`src/rtl/rpn_pkg.sv`:
```
// Shared definitions for the RPN stack sequencer: opcodes, FSM states, error codes.
package rpn_pkg;

   localparam int OP_ADD = 0;
   localparam int OP_SUB = 1;
   localparam int OP_AND = 2;
   localparam int OP_OR  = 3;
   localparam int OP_XOR = 4;
   localparam int OP_MUL = 5;

   typedef enum logic [2:0] {
      IDLE    = 3'd0,
      PUSH_D  = 3'd1,
      POP_B   = 3'd2,
      LATCH_B = 3'd3,
      POP_A   = 3'd4,
      LATCH_A = 3'd5,
      PUSH_R  = 3'd6,
      ERR     = 3'd7
   } state_t;

   localparam logic [1:0] ERR_NONE = 2'b00;
   localparam logic [1:0] ERR_OVF  = 2'b01;
   localparam logic [1:0] ERR_UDF  = 2'b10;
   localparam logic [1:0] ERR_ILL  = 2'b11;

endpackage

```
`src/rtl/rpn_alu.sv`:
```
// Combinational RPN operator unit. Opcode 5 (MUL) exists only when RPN_MUL_EN is defined.
module rpn_alu
   import rpn_pkg::*;
#(
   parameter int WIDTH = 32,
   parameter int OPC_W = 3
) (
   input  logic [WIDTH-1:0] a,
   input  logic [WIDTH-1:0] b,
   input  logic [OPC_W-1:0] opc,
   output logic [WIDTH-1:0] y,
   output logic             illegal
);

   always_comb begin
      y       = '0;
      illegal = 1'b0;
      case (opc)
         OPC_W'(OP_ADD): y = a + b;
         OPC_W'(OP_SUB): y = a - b;
         OPC_W'(OP_AND): y = a & b;
         OPC_W'(OP_OR):  y = a | b;
         OPC_W'(OP_XOR): y = a ^ b;
`ifdef RPN_MUL_EN
         OPC_W'(OP_MUL): y = a * b;
`endif
         default:        illegal = 1'b1;
      endcase
   end

endmodule

```
`src/rtl/rpn_stack_ctrl.sv`:
```
// Reverse-Polish sequencer driving a 32-deep LIFO; Moore FSM, stack controls decoded from state only.
// Optional MUL operator enabled by defining RPN_MUL_EN.
module rpn_stack_ctrl
   import rpn_pkg::*;
#(
   parameter int WIDTH = 32,
   parameter int OPC_W = 3
) (
   input  logic             clk,
   input  logic             rst,
   input  logic             tok_valid,
   output logic             tok_ready,
   input  logic             tok_is_op,
   input  logic [WIDTH-1:0] tok_data,
   output logic             stk_w_en,
   output logic             stk_r_en,
   output logic [WIDTH-1:0] stk_data_in,
   input  logic [WIDTH-1:0] stk_data_out,
   input  logic             stk_full,
   input  logic             stk_empty,
   output logic             res_valid,
   output logic [WIDTH-1:0] res_data,
   output logic [1:0]       err_code,
   output logic [2:0]       dbg_state
);

   state_t           state, state_nxt;
   logic [1:0]       err_nxt;
   logic [OPC_W-1:0] opc_q, alu_opc;
   logic [WIDTH-1:0] opnd_q, op_b, alu_y;
   logic             alu_illegal;
   logic             accept;

   // Token handshake: a token transfers on a clk edge where tok_valid && tok_ready;
   // tok_valid may be held without the token being consumed, and tok_ready never depends on tok_valid.
   assign accept = (state == IDLE) && tok_valid;

   // In IDLE the ALU decodes the incoming opcode for the legality check.
   assign alu_opc = (state == IDLE) ? tok_data[OPC_W-1:0] : opc_q;

   rpn_alu #(.WIDTH(WIDTH), .OPC_W(OPC_W)) u_alu (
      .a       (stk_data_out),
      .b       (op_b),
      .opc     (alu_opc),
      .y       (alu_y),
      .illegal (alu_illegal)
   );

   always_ff @(posedge clk or posedge rst) begin
      if (rst) begin
         state    <= IDLE;
         err_code <= ERR_NONE;
      end else begin
         state    <= state_nxt;
         err_code <= err_nxt;
      end
   end

   always_comb begin
      state_nxt = state;
      err_nxt   = err_code;
      case (state)
         IDLE: begin
            if (accept) begin
               if (!tok_is_op) begin
                  if (stk_full) begin
                     state_nxt = ERR;
                     err_nxt   = ERR_OVF;
                  end else begin
                     state_nxt = PUSH_D;
                  end
               end else if (alu_illegal) begin
                  state_nxt = ERR;
                  err_nxt   = ERR_ILL;
               end else if (stk_empty) begin
                  state_nxt = ERR;
                  err_nxt   = ERR_UDF;
               end else begin
                  state_nxt = POP_B;
               end
            end
         end
         PUSH_D:  state_nxt = IDLE;
         POP_B:   state_nxt = LATCH_B;
         LATCH_B: begin
            // Empty after the first pop means only one operand existed.
            if (stk_empty) begin
               state_nxt = ERR;
               err_nxt   = ERR_UDF;
            end else begin
               state_nxt = POP_A;
            end
         end
         POP_A:   state_nxt = LATCH_A;
         LATCH_A: state_nxt = PUSH_R;
         PUSH_R:  state_nxt = IDLE;
         ERR:     state_nxt = ERR;
         default: state_nxt = IDLE;
      endcase
   end

   always_ff @(posedge clk or posedge rst) begin
      if (rst) begin
         opnd_q   <= '0;
         opc_q    <= '0;
         op_b     <= '0;
         res_data <= '0;
      end else begin
         if (accept && !tok_is_op) opnd_q <= tok_data;
         if (accept && tok_is_op)  opc_q  <= tok_data[OPC_W-1:0];
         if (state == LATCH_B)     op_b   <= stk_data_out;
         if (state == LATCH_A)     res_data <= alu_y;
      end
   end

   assign tok_ready   = (state == IDLE) && !rst;
   assign stk_w_en    = (state == PUSH_D) || (state == PUSH_R);
   assign stk_r_en    = (state == POP_B) || (state == POP_A);
   assign stk_data_in = (state == PUSH_R) ? res_data : opnd_q;
   assign res_valid   = (state == PUSH_R);
   assign dbg_state   = state;

endmodule
```
`config.mk`:
```
export PLATFORM = sky130hd
export DESIGN_NAME = rpn_stack_ctrl
export DESIGN_NICKNAME = d
export VERILOG_FILES = /design/src/rtl/rpn_pkg.sv /design/src/rtl/rpn_alu.sv /design/src/rtl/rpn_stack_ctrl.sv
export SDC_FILE = /design/constraint.sdc
export NUM_CORES = 1
export LEC_CHECK = 0
export ABC_AREA = 1
export BUFFER_PORTS_ARGS = -buffer_cell sky130_fd_sc_hd__buf_2
export CORE_UTILIZATION = 53
export DETAILED_ROUTE_END_ITERATION = 6
export PLACE_DENSITY = 0.78
export SLEW_MARGIN = 15
export SYNTH_ARGS = -nofsm -noshare
export SYNTH_HDL_FRONTEND = slang
export SYNTH_SLANG_ARGS = --single-unit
```
`constraint.sdc`:
```
create_clock -name clk -period 3.57 [get_ports clk]
set_clock_uncertainty 0.1 [all_clocks]
set_input_delay 0.714 -clock clk [delete_from_list [all_inputs] [get_ports clk]]
set_output_delay 0.714 -clock clk [all_outputs]
set_load 0.01 [all_outputs]
```
==> summary.md <==
| Metric | Value |
|---|---|
| Sw frac | 29.0% |
| Ys flop type | sky130_fd_sc_hd__dfrtp_1 |
| Fraction of final layout cells sized beyond drive strength 1 | 17.8% |
| Mapped Area | 9130 sq um |
| Fill cell total of the finished layout | 1536 |
| MaxCap Viol Count | 0 |
| Worst max-slew margin expressed relative to the limit | 32.9% |
| Via-to-Cell Ratio | 5.31 |
| Number of hold buffers added after CTS | 0 |
| Gpl congestion | 1.03 |
| Yosys top cell by area | sky130_fd_sc_hd__dfrtp_1 |
| Final Slew Violations | 0 |
| Synthesized netlist net count | 1562 |
| Yosys warnings | 0 |
| Lkg Pwr | 5.56 nW |
| Finish-stage setup viols | 0 |
| Fin crit share | 96.1% |
| Aggregate negative setup slack | 0 ns |
| Height of the die | 133 um |
| Largest cells by area after synthesis | sky130_fd_sc_hd__dfrtp_1 (29%), sky130_fd_sc_hd__nand2_1 (20%), sky130_fd_sc_hd__ha_1 (13%) |
| CP arrival | 3.57 ns |
| Fraction of synthesis flops using an asynchronous set or reset pin | 100% |
| Type of origin of the critical path | flip-flop |
| Cell Count, Final, Fillers Out | 1768 |
| Wirelength, routed | 26.9 mm |
| Largest net degree at the start of global routing | 69 |
| TritonCTS Buffers | 9 |
| Average cell area after synthesis | 6.54 sq um |
| Pin slew with the least headroom to its limit | 1.01 ns |
| I/O pins | 143 |
| Area share of the largest cell type after synthesis | 28.5% |
| Number of iterations in the first detailed-routing pass | 5 |
| Clock edge transition at the registers on the reported setup and hold paths | 0.07 ns |
| Vias after detailed routing | 9387 |
| Area enclosed by the die boundary | 17800 sq um |
| Initial antenna violation count | 0 |
| Required time of the critical path | 3.71 ns |
| Outcome | completed |
| Post-Synthesis Cells | 1395 |
| Instance count after placement with tap cells included | 1745 |
| Most common cell after layout, fill and taps aside | sky130_fd_sc_hd__nand2_1 |
| Sw Pwr | 0.730 mW |
| Worst Slack Setup Final | 0.140 ns |
| Pwr/cell area | 235 nW/um^2 |
| Antenna viol nets, final | 0 |
| Average routed wire per standard cell | 15.2 um |
| Number of register bits inferred by synthesis | 104 |
| Diode count | 0 |
| Overall routing resource usage | 30.4% |
| Leftover overflow at the end of global routing | 0 |
| HPWL Detailed | 20.5 mm |
| Internal Dissipation | 1.78 mW |
| Combinational fraction of design power | 14.0% |
| Vias in the first global route | 8434 |
| CP Max Fanout | 12 |
| Effective utilization at floorplan | 54.7% |
| Clock share of power | 39.2% |
| Dpl cell area | 10200 sq um |
| Post-Place Setup Slack | -0.0708 ns |
| Final routed DRC violation total | 0 |
| Number of buffer cells added on primary ports | 142 |
| Initial DRC Count | 751 |
| Critical path type | reg -> reg |
| CTS HTree Levels | 3 |
| Die width | 133 um |
| Kind of capture point of the worst setup path | flip-flop |
| Total non-filler cell area in the finished layout | 10700 sq um |
| Final hold violations | 0 |
| Peak Freq | 292 MHz |
| Area growth from synthesis to layout | 17.3% |
| Largest vdd supply drop | 0.000210 V |
| Seq/Total Area, Yosys | 28.5% |
| Number of synthesized flops with an enable pin | 0 |
| Hold Crit Class | in -> async |
| Root Buffer Master | sky130_fd_sc_hd__clkbuf_16 |
| FP Rows | 47 |
| Shortest clock period the worst path allows after layout | 3.43 ns |
| Clock latency at the later pin of the worst-skew pair | 0.36 ns |
| Minimum hold slack | 0.309 ns |
| Standard cell core area | 16700 sq um |
| Number of nets at the end of the flow | 1711 |
| Number of distinct library cells after synthesis | 46 |
| CTS tree | yes |
| Proportion of power drawn by flip-flops and latches | 46.8% |
| First-pass GRT wire length | 42.6 mm |
| Most used cells in the layout excluding fill and tap cells | sky130_fd_sc_hd__nand2_1 (479), sky130_fd_sc_hd__inv_1 (193), sky130_fd_sc_hd__buf_2 (142), sky130_fd_sc_hd__o21ai_0 (120), sky130_fd_sc_hd__dfrtp_1 (101) |
| Maximum count of clock buffers along a single path | 2 |
| Sink Count | 104 |
final timing paths:
kind / end / slack [ns] / startpoint / cells after the start
setup reg to reg: res_data[15]$_DFFE_PP0P_ / 0.14 / dbg_state[1]$_DFFE_PP0P_ / 20
max in group asynchronous: op_b[8]$_DFFE_PP0P_ / 2.31 / rst / 3
hold / removal: err_code[0]$_DFFE_PP0P_ / 0.31 / rst / 2
setup / recovery: res_data[15]$_DFFE_PP0P_ / 0.14 / dbg_state[1]$_DFFE_PP0P_ / 20
hold reg to reg: res_data[8]$_DFFE_PP0P_ / 0.40 / res_data[8]$_DFFE_PP0P_ / 2
min in group clk: res_data[8]$_DFFE_PP0P_ / 0.40 / res_data[8]$_DFFE_PP0P_ / 2
synthesized netlist by cell type, drive strengths merged, types with 2 or more instances:
library cell    n
a21o            3
a21oi          53
a22oi           4
a31oi           2
and2            2
buf            28
clkbuf         12
dfrtp         104
ha             96
inv           206
nand2         494
nand3          59
nand3b          4
nand4           6
nor2           98
nor3           16
nor4            2
o2111ai         3
o211a           4
o211ai          4
o21ai         145
o21bai          5
o31ai           3
or2             7
xor2           30
layer usage:
layer / wire [um] / share of wire, % / global-route usage [%] / up-vias
li1: - / - / - / 4682
met1: 12100 / 45 / 43.2 / 4239
met2: 11900 / 44 / 48.1 / 416
met3: 2120 / 7.9 / 3.81 / 50
met4: 705 / 2.6 / 9.28 / 0
met5: 0 / 0 / 0 / -
registers in the layout (all words and copies together), names as in the netlist, named ones only:
register   flops
op_b          32
opnd_q        32
res_data      32
opc_q          3
dbg_state      2
err_code       2
power groups by stage:
stage	sequential, mW	combinational (mW)	clock (mW)
global route	1.18	0.394	1.04
finish	1.18	0.351	0.985
detailed placement	1.20	0.328	0
floorplan	1.20	0.201	0
CTS	1.18	0.331	0.994
global placement	1.20	0.321	0
what timing repair did:
| action | CTS | global route |
|---|---|---|
| endpoints found under the setup margin | 0 | 18 |
| gates resized for setup | 0 | 54 |
| buffers inserted | 0 | 8 |
area by class of cell:
| cell class | instances | area, sq um | area share, % |
|---|---|---|---|
| timing repair buffer | 178 | 1020 | 9.54 |
| clock buffer | 9 | 225 | 2.10 |
| multi-input combinational | 1045 | 5750 | 53.7 |
| inverter | 206 | 778 | 7.27 |
| sequential | 104 | 2610 | 24.3 |
| tap | 220 | 275 | 2.57 |
| clock inverter | 6 | 53.8 | 0.502 |
cells by family (layout without fill, tap and decap cells):
family,Yosys count,after routing,synth area share [%]
and+or+nand+nor,689,689,30.9
AOI/OAI and AO/OA,228,228,13.6
xor gates and xnor gates,31,31,2.97
DFF,104,104,28.5
adders and majority gates,97,97,13.4
buffers and inverters,246,399,10.6
worst max-delay path, cell delays in order (launching register included):
cell	delay, ns
sky130_fd_sc_hd__dfrtp_1	0.41
sky130_fd_sc_hd__nor2_4	0.16
sky130_fd_sc_hd__buf_4	0.13
sky130_fd_sc_hd__nand3b_1	0.11
sky130_fd_sc_hd__nand2_4	0.11
sky130_fd_sc_hd__nand3_4	0.16
sky130_fd_sc_hd__buf_6	0.19
sky130_fd_sc_hd__nand2_1	0.08
sky130_fd_sc_hd__xor2_1	0.21
sky130_fd_sc_hd__ha_1	0.35
sky130_fd_sc_hd__nand2_1	0.15
sky130_fd_sc_hd__inv_1	0.07
sky130_fd_sc_hd__nand2_1	0.07
sky130_fd_sc_hd__nand2_1	0.07
sky130_fd_sc_hd__a21oi_1	0.16
sky130_fd_sc_hd__nand2_2	0.13
sky130_fd_sc_hd__or2_2	0.29
sky130_fd_sc_hd__nand3_1	0.07
sky130_fd_sc_hd__nand3_1	0.13
sky130_fd_sc_hd__nand2_1	0.10
sky130_fd_sc_hd__nand2_1	0.05
per-stage QoR:
| stage | util (%) | total power [mW] |
|---|---|---|
| floorplan | - | 1.40 |
| global placement | 61.0 | 1.52 |
| detailed placement | 61.0 | 1.53 |
| CTS | 62.7 | 2.50 |
| global route | 64.1 | 2.61 |
| finish | 64.1 | 2.51 |
Note: power is estimated with default switching activity, not from simulation.
